<file path="src/rtl/spi_master_engine.sv">
// SPI master datapath: baud generator, slave-select framing and 8-bit TX/RX shifting.
// Define SPI_LOOPBACK_EN to feed mosi back as the serial input (the miso port is then ignored).
module spi_master_engine (
    input  logic        PCLK,
    input  logic        PRESET,
    input  logic        send_data,
    input  logic [7:0]  data_mosi,
    input  logic        miso,
    input  logic [1:0]  spi_mode,
    input  logic        spiswai,
    input  logic        mstr,
    input  logic        cpol,
    input  logic        cpha,
    input  logic        lsbfe,
    input  logic [2:0]  spr,
    input  logic [2:0]  sppr,
    output logic        sclk,
    output logic        ss,
    output logic        mosi,
    output logic        tip,
    output logic        receive_data,
    output logic [7:0]  data_miso,
    output logic [11:0] baud_rate_div
);

    localparam int unsigned DATA_W = 8;
    localparam int unsigned DIV_W  = 12;
    localparam int unsigned HALF_W = 11;
    localparam int unsigned EDGE_W = 5;

    localparam logic [1:0]        MODE_RUN  = 2'b00;
    localparam logic [1:0]        MODE_WAIT = 2'b01;
    localparam logic [EDGE_W-1:0] LAST_EDGE = 5'd16;

    logic              ss_q, ss_d;
    logic              tip_q, tip_d;
    logic              sclk_q, sclk_d;
    logic              mosi_q, mosi_d;
    logic              rx_done_q, rx_done_d;
    logic [DATA_W-1:0] data_miso_q, data_miso_d;
    logic [DATA_W-1:0] tx_q, tx_d;
    logic [DATA_W-1:0] rx_q, rx_d;
    logic [HALF_W-1:0] cnt_q, cnt_d;
    logic [EDGE_W-1:0] edge_q, edge_d;

    logic              enabled_c;
    logic              start_c;
    logic              tick_c;
    logic              drive_c;
    logic              sample_c;
    logic              serial_in_c;
    logic [HALF_W-1:0] half_c;
    logic [EDGE_W-1:0] edge_num_c;
    logic [2:0]        drv_bit_c;
    logic [DATA_W-1:0] rx_shift_c;

    // Divisor = (sppr+1) * 2^(spr+1); half period = (sppr+1) * 2^spr, max 1024.
    assign baud_rate_div = DIV_W'({1'b0, sppr} + 4'd1) << ({1'b0, spr} + 4'd1);
    assign half_c        = HALF_W'({1'b0, sppr} + 4'd1) << spr;

    assign enabled_c = mstr & ((spi_mode == MODE_RUN) | ((spi_mode == MODE_WAIT) & ~spiswai));
    assign start_c   = send_data & enabled_c;

`ifdef SPI_LOOPBACK_EN
    assign serial_in_c = mosi_q;
`else
    assign serial_in_c = miso;
`endif

    // Edge bookkeeping: edge_num_c is the sclk edge taken on this tick (1..16).
    assign tick_c     = (cnt_q == (half_c - HALF_W'(1)));
    assign edge_num_c = edge_q + EDGE_W'(1);
    assign drv_bit_c  = edge_num_c[3:1];
    assign drive_c    = (edge_num_c[0] == cpha) && (edge_num_c != LAST_EDGE);
    assign sample_c   = (edge_num_c[0] != cpha);
    assign rx_shift_c = lsbfe ? {serial_in_c, rx_q[DATA_W-1:1]}
                              : {rx_q[DATA_W-2:0], serial_in_c};

    // Next-state logic for framing, baud counter and data path.
    always_comb begin
        ss_d        = ss_q;
        sclk_d      = sclk_q;
        mosi_d      = mosi_q;
        rx_done_d   = 1'b0;
        data_miso_d = data_miso_q;
        tx_d        = tx_q;
        rx_d        = rx_q;
        cnt_d       = cnt_q;
        edge_d      = edge_q;

        if (ss_q) begin
            sclk_d = cpol;
            cnt_d  = '0;
            edge_d = '0;
            if (start_c) begin
                ss_d   = 1'b0;
                tx_d   = data_mosi;
                rx_d   = '0;
                mosi_d = lsbfe ? data_mosi[0] : data_mosi[DATA_W-1];
            end
        end else if (!enabled_c) begin
            // Abort: drop the frame without touching data_miso.
            ss_d   = 1'b1;
            sclk_d = cpol;
            cnt_d  = '0;
            edge_d = '0;
        end else if (tick_c) begin
            cnt_d  = '0;
            sclk_d = ~sclk_q;
            edge_d = edge_num_c;
            if (drive_c) begin
                mosi_d = lsbfe ? tx_q[drv_bit_c] : tx_q[3'd7 - drv_bit_c];
            end
            if (sample_c) begin
                rx_d = rx_shift_c;
            end
            if (edge_num_c == LAST_EDGE) begin
                ss_d        = 1'b1;
                sclk_d      = cpol;
                edge_d      = '0;
                rx_done_d   = 1'b1;
                data_miso_d = rx_d;
            end
        end else begin
            cnt_d = cnt_q + HALF_W'(1);
        end

        tip_d = ~ss_d;
    end

    always_ff @(posedge PCLK) begin
        if (PRESET) begin
            ss_q        <= 1'b1;
            tip_q       <= 1'b0;
            sclk_q      <= cpol;
            mosi_q      <= 1'b0;
            rx_done_q   <= 1'b0;
            data_miso_q <= '0;
            tx_q        <= '0;
            rx_q        <= '0;
            cnt_q       <= '0;
            edge_q      <= '0;
        end else begin
            ss_q        <= ss_d;
            tip_q       <= tip_d;
            sclk_q      <= sclk_d;
            mosi_q      <= mosi_d;
            rx_done_q   <= rx_done_d;
            data_miso_q <= data_miso_d;
            tx_q        <= tx_d;
            rx_q        <= rx_d;
            cnt_q       <= cnt_d;
            edge_q      <= edge_d;
        end
    end

    assign ss           = ss_q;
    assign tip          = tip_q;
    assign sclk         = sclk_q;
    assign mosi         = mosi_q;
    assign receive_data = rx_done_q;
    assign data_miso    = data_miso_q;

endmodule

</file>
<file path="config.mk">
export PLATFORM = sky130hd
export DESIGN_NAME = spi_master_engine
export DESIGN_NICKNAME = d
export VERILOG_FILES = /design/src/rtl/spi_master_engine.sv
export SDC_FILE = /design/constraint.sdc
export NUM_CORES = 1
export LEC_CHECK = 0
export CAP_MARGIN = 20
export CELL_PAD_IN_SITES_DETAIL_PLACEMENT = 1
export CELL_PAD_IN_SITES_GLOBAL_PLACEMENT = 1
export CORE_MARGIN = 1.5
export CORE_UTILIZATION = 40
export DETAILED_ROUTE_END_ITERATION = 7
export GPL_TIMING_DRIVEN = 0
export PLACE_DENSITY_LB_ADDON = 0.1
export SLEW_MARGIN = 5
export SYNTH_ARGS = -nofsm -noshare
export SYNTH_HDL_FRONTEND = slang
export SYNTH_SLANG_ARGS = --single-unit
</file>
<file path="constraint.sdc">
create_clock -name PCLK -period 4.5 [get_ports PCLK]
set_input_delay 0.45 -clock PCLK [delete_from_list [all_inputs] [get_ports PCLK]]
set_output_delay 0.45 -clock PCLK [all_outputs]
set_load 0.02 [all_outputs]
</file>
==> metrics.md <==
| Metric | Value |
|---|---|
| Status | completed |
| Core area | roughly 8300 um2 |
| Critical Path AT | about 4.6 ns |
| N_diodes | 0 |
| Final critical-path share of the clock period | roughly 97% |
| Netlist cell types | 64 |
| Die area | roughly 9100 um2 |
| VDD IR-drop max | roughly 0.14 mV |
| Max_cap viols | 0 |
| Hold crit path type | reg2reg |
| Ys flop type | dfxtp_1 |
| Layout Nets | roughly 520 |
| Vias | around 3400 |
| Seq cells post-synth | between 40 and 50 |
| Proportion of synthesized chip area in sequential cells | between 20% and 30% |
| Worst Skew | 0.01156 ns |
| Die Width | 95.48 um |
| CTS tree | yes |
| Critical path's slowest cell | mux4_2 |
| Clock latency on the worst-skew pair | roughly 0.3 ns |
| Leakage | between 1 and 1.5 nW |
| CP Data Required Time | 4.73 ns |
| Worst slew pin tran | 0.8260 ns |
| Vias in the first global route | ~3300 |
| CP Class | in2reg |
| Clk buf depth | 2 |
| GP Congestion | about 0.80 |
| Root Buffer Master | clkbuf_8 |
| Clock Pin Slew Worst Setup and Hold Paths | ~0.090 ns |
| Antenna-violating nets left | 0 |
| Ratio of cells with drive above 1 in the final layout | 8.130% |
| First-pass GRT wire length | about 16 mm |
| Initial antenna violation count | 0 |
| Syn Inst Count | 435 |
| Critical-path cell list | clkdlybuf4s50_1 -> nand3_1 -> mux4_2 -> xnor2_1 -> or3_1 -> a2111oi_4 -> o31ai_2 -> or4_4 -> or4b_1 -> a21oi_1 |
| Crit path launch type | input pin |
| Post-placement cell count | between 500 and 600 |
| # rows | 33 |
| Grt ovf | 0 |
| Fin Setup TNS | 0 ns |
| Max-slew violations | 0 |
| EDFF count, synth | 1 |
| WL/cell | 16.36 um |
| Area Overhead vs Synth | 22.79% |
| PwrDens | 232.5 nW/um2 |
| Io pins | 50 |
| Worst Reg-to-Reg Cells | 8 |
| Slew HR | between 40% and 50% |
| # port buffers | 48 |
| Final Hold Vio Count | 0 |
| Synth warn | 0 |
| Via-to-Cell Ratio | between 5 and 6 |
| DP HPWL | 7.424 mm |
| Worst Setup Slack post-DPL | -0.5048 ns |
| CTS H-tree lvls | 2 |
| Worst-path maximum fanout | 9 |
| Synth async-reset ratio | 0% |
| Filler Cells Inserted | a little over 1000 |
| Cell Area, Synth | 3421 um2 |
| Clock Sinks | 45 |
| Initial DRT Pass Iterations | 4 |
| Hold Path Cell Cnt | 2 |
| Worst setup EP type | register |
| Final setup violating endpoints | 0 |
| Largest net degree at the start of global routing | 20 |
| Die Ht | 95.48 um |
| Avg Cell Area, Syn | 7.864 um2 |
| Final worst setup slack | between 0.1 and 0.15 ns |
| Hold_buf cts | 0 |
| Initial Util | between 40% and 50% |
| Post-route non-filler standard cell count | about 600 |
| Drt first-iter violations | between 100 and 150 |
| Final WL | ~10 mm |
| Tmin final | between 4 and 5 ns |
| CP max stage delay | ~0.70 ns |
| Post-synthesis net count | around 470 |
| Post-route DRC | 0 |
| Num CTS Buffers | 5 |
| Total track usage | 21.93% |
| Fmax achieved | about 230 MHz |
==> path summary, 6_finish.rpt <==
| path | slack [ns] | from | end |
|---|---|---|---|
| worst max register to register | 1.54 | cnt_q[9] | edge_q[4] |
| worst min-delay path | 0.47 | mosi | mosi |
| worst min register to register | 0.47 | mosi | mosi |
| worst max-delay path | 0.13 | sppr[2] | edge_q[4] |
==> cell usage in the layout (no fill, tap or decap), types with 4 or more instances in the layout <==
| cell type | Yosys | final |
|---|---|---|
| clkbuf_1 | 14 | 13 |
| a211oi_1 | 4 | 4 |
| xor2_1 | 8 | 8 |
| nand2_1 | 64 | 64 |
| clkbuf_8 | 0 | 5 |
| and3_1 | 6 | 6 |
| nor3_1 | 8 | 7 |
| a21o_1 | 4 | 4 |
| a21oi_1 | 25 | 25 |
| nand4_1 | 6 | 6 |
| xnor2_1 | 15 | 15 |
| nor2b_1 | 5 | 5 |
| mux2i_1 | 31 | 31 |
| nand2b_1 | 5 | 5 |
| nand3_1 | 18 | 18 |
| or3_1 | 8 | 8 |
| clkdlybuf4s50_1 | 0 | 48 |
| inv_1 | 10 | 10 |
| dfxtp_1 | 44 | 44 |
| and2_1 | 6 | 6 |
| nor2_1 | 43 | 43 |
| mux4_2 | 7 | 7 |
| buf_2 | 5 | 5 |
| o211ai_1 | 8 | 8 |
| o21ai_0 | 28 | 28 |
==> flip-flops by register name, indices dropped and copies added (netlist names) <==
signal        count
rx_q              8
tip               1
mosi              1
cnt_q            11
receive_data      1
edge_q            5
data_miso         8
ss                1
tx_q              8
sclk              1
==> stage by stage <==
stage	power, W	cell area, um2	hold WS [ns]	util, %
2_1_floorplan	0.0005776	3421	0.4401	-
3_5_place_dp	0.0006603	4033	0.4652	48.83
5_1_grt	0.001027	4200	0.5013	50.86
3_3_place_gp	0.0006532	4033	0.4490	48.83
6_report	0.0009765	4200	0.4724	50.86
4_1_cts	0.0009730	4144	0.4791	50.18
==> routing by layer <==
metal	global-route usage, %	vias to the layer above	wire, um
li1	-	1699	-
met1	29.50	1638	4769
met2	37.94	51	4712
met3	2.711	4	228
met4	3.676	0	55
met5	0	-	0
==> what timing repair did <==
item                                    in CTS  in global routing
setup buffers                                0                  3
pin swaps                                    0                  1
endpoints found under the setup margin      27                 30
gates resized for setup                      3                  8
==> synthesized netlist by cell type, types with 2 or more instances <==
master    number  share of area (%)
ha_1           5                1.8
or3_1          8                1.5
nand4_1        6                1.1
o32a_1         2               0.59
inv_1         10                1.1
a21oi_1       25                3.7
nand2_1       64                7.0
o41ai_1        3               0.77
and3_1         6                1.1
o21ai_0       28                4.1
buf_2          5               0.73
buf_1          6               0.66
nand2b_1       5               0.91
o22ai_1        3               0.55
nor2_1        43                4.7
and4_1         3               0.77
xnor2_1       15                3.8
dfxtp_1       44                 26
nor3_1         8                1.2
clkbuf_1      14                1.5
or4_1          2               0.44
mux4_2         7                4.6
xor2_1         8                2.0
and2_1         6                1.1
o31ai_1        3               0.66
a31oi_1        3               0.55
a22oi_1        2               0.44
a21o_1         4               0.88
mux2i_1       31                9.1
nand3_1       18                2.6
o211ai_1       8                1.8
nor2b_1        5               0.91
a211oi_1       4               0.88
==> where the power goes <==
group | internal [W] | switching, W | leakage (nW)
clock | 0.000167 | 0.000146 | 0.0554
sequential | 0.000403 | 0.00000247 | 0.365
combinational | 0.000110 | 0.000148 | 0.965
total | 0.000680 | 0.000297 | 1.39
==> cells by family after synthesis <==
group,after synthesis,share of synthesized area (%)
AND/OR/NAND/NOR,184,26.37
AO/OA/AOI/OAI,102,20.67
adder cells (fa/ha/maj),5,1.829
buffers and inverters,36,4.133
flip-flops,45,26.63
multiplexers,39,14.01
XOR/XNOR,24,6.365
==> area by class of cell <==
| class | instances | area [um2] | area share [%] |
|---|---|---|---|
| multi-input combinational | 354 | 2401 | 57.16 |
| sequential | 45 | 910.9 | 21.69 |
| buffer | 23 | 101.3 | 2.413 |
| clock buffer | 6 | 72.57 | 1.728 |
| tap | 105 | 131.4 | 3.128 |
| inverter | 11 | 41.29 | 0.9830 |
| timing repair buffer | 51 | 503.0 | 11.97 |
| clock inverter | 2 | 38.79 | 0.9234 |
==> critical path, delay by kind of cell <==
kind / cells / cell delay [ns]
AOI/OAI and AO/OA: 3 / 0.81
and+or+nand+nor: 4 / 1.85
buffers and inverters: 1 / 0.60
xor gates and xnor gates: 1 / 0.19
muxes: 1 / 0.70
(Power assumes the default switching activity.)
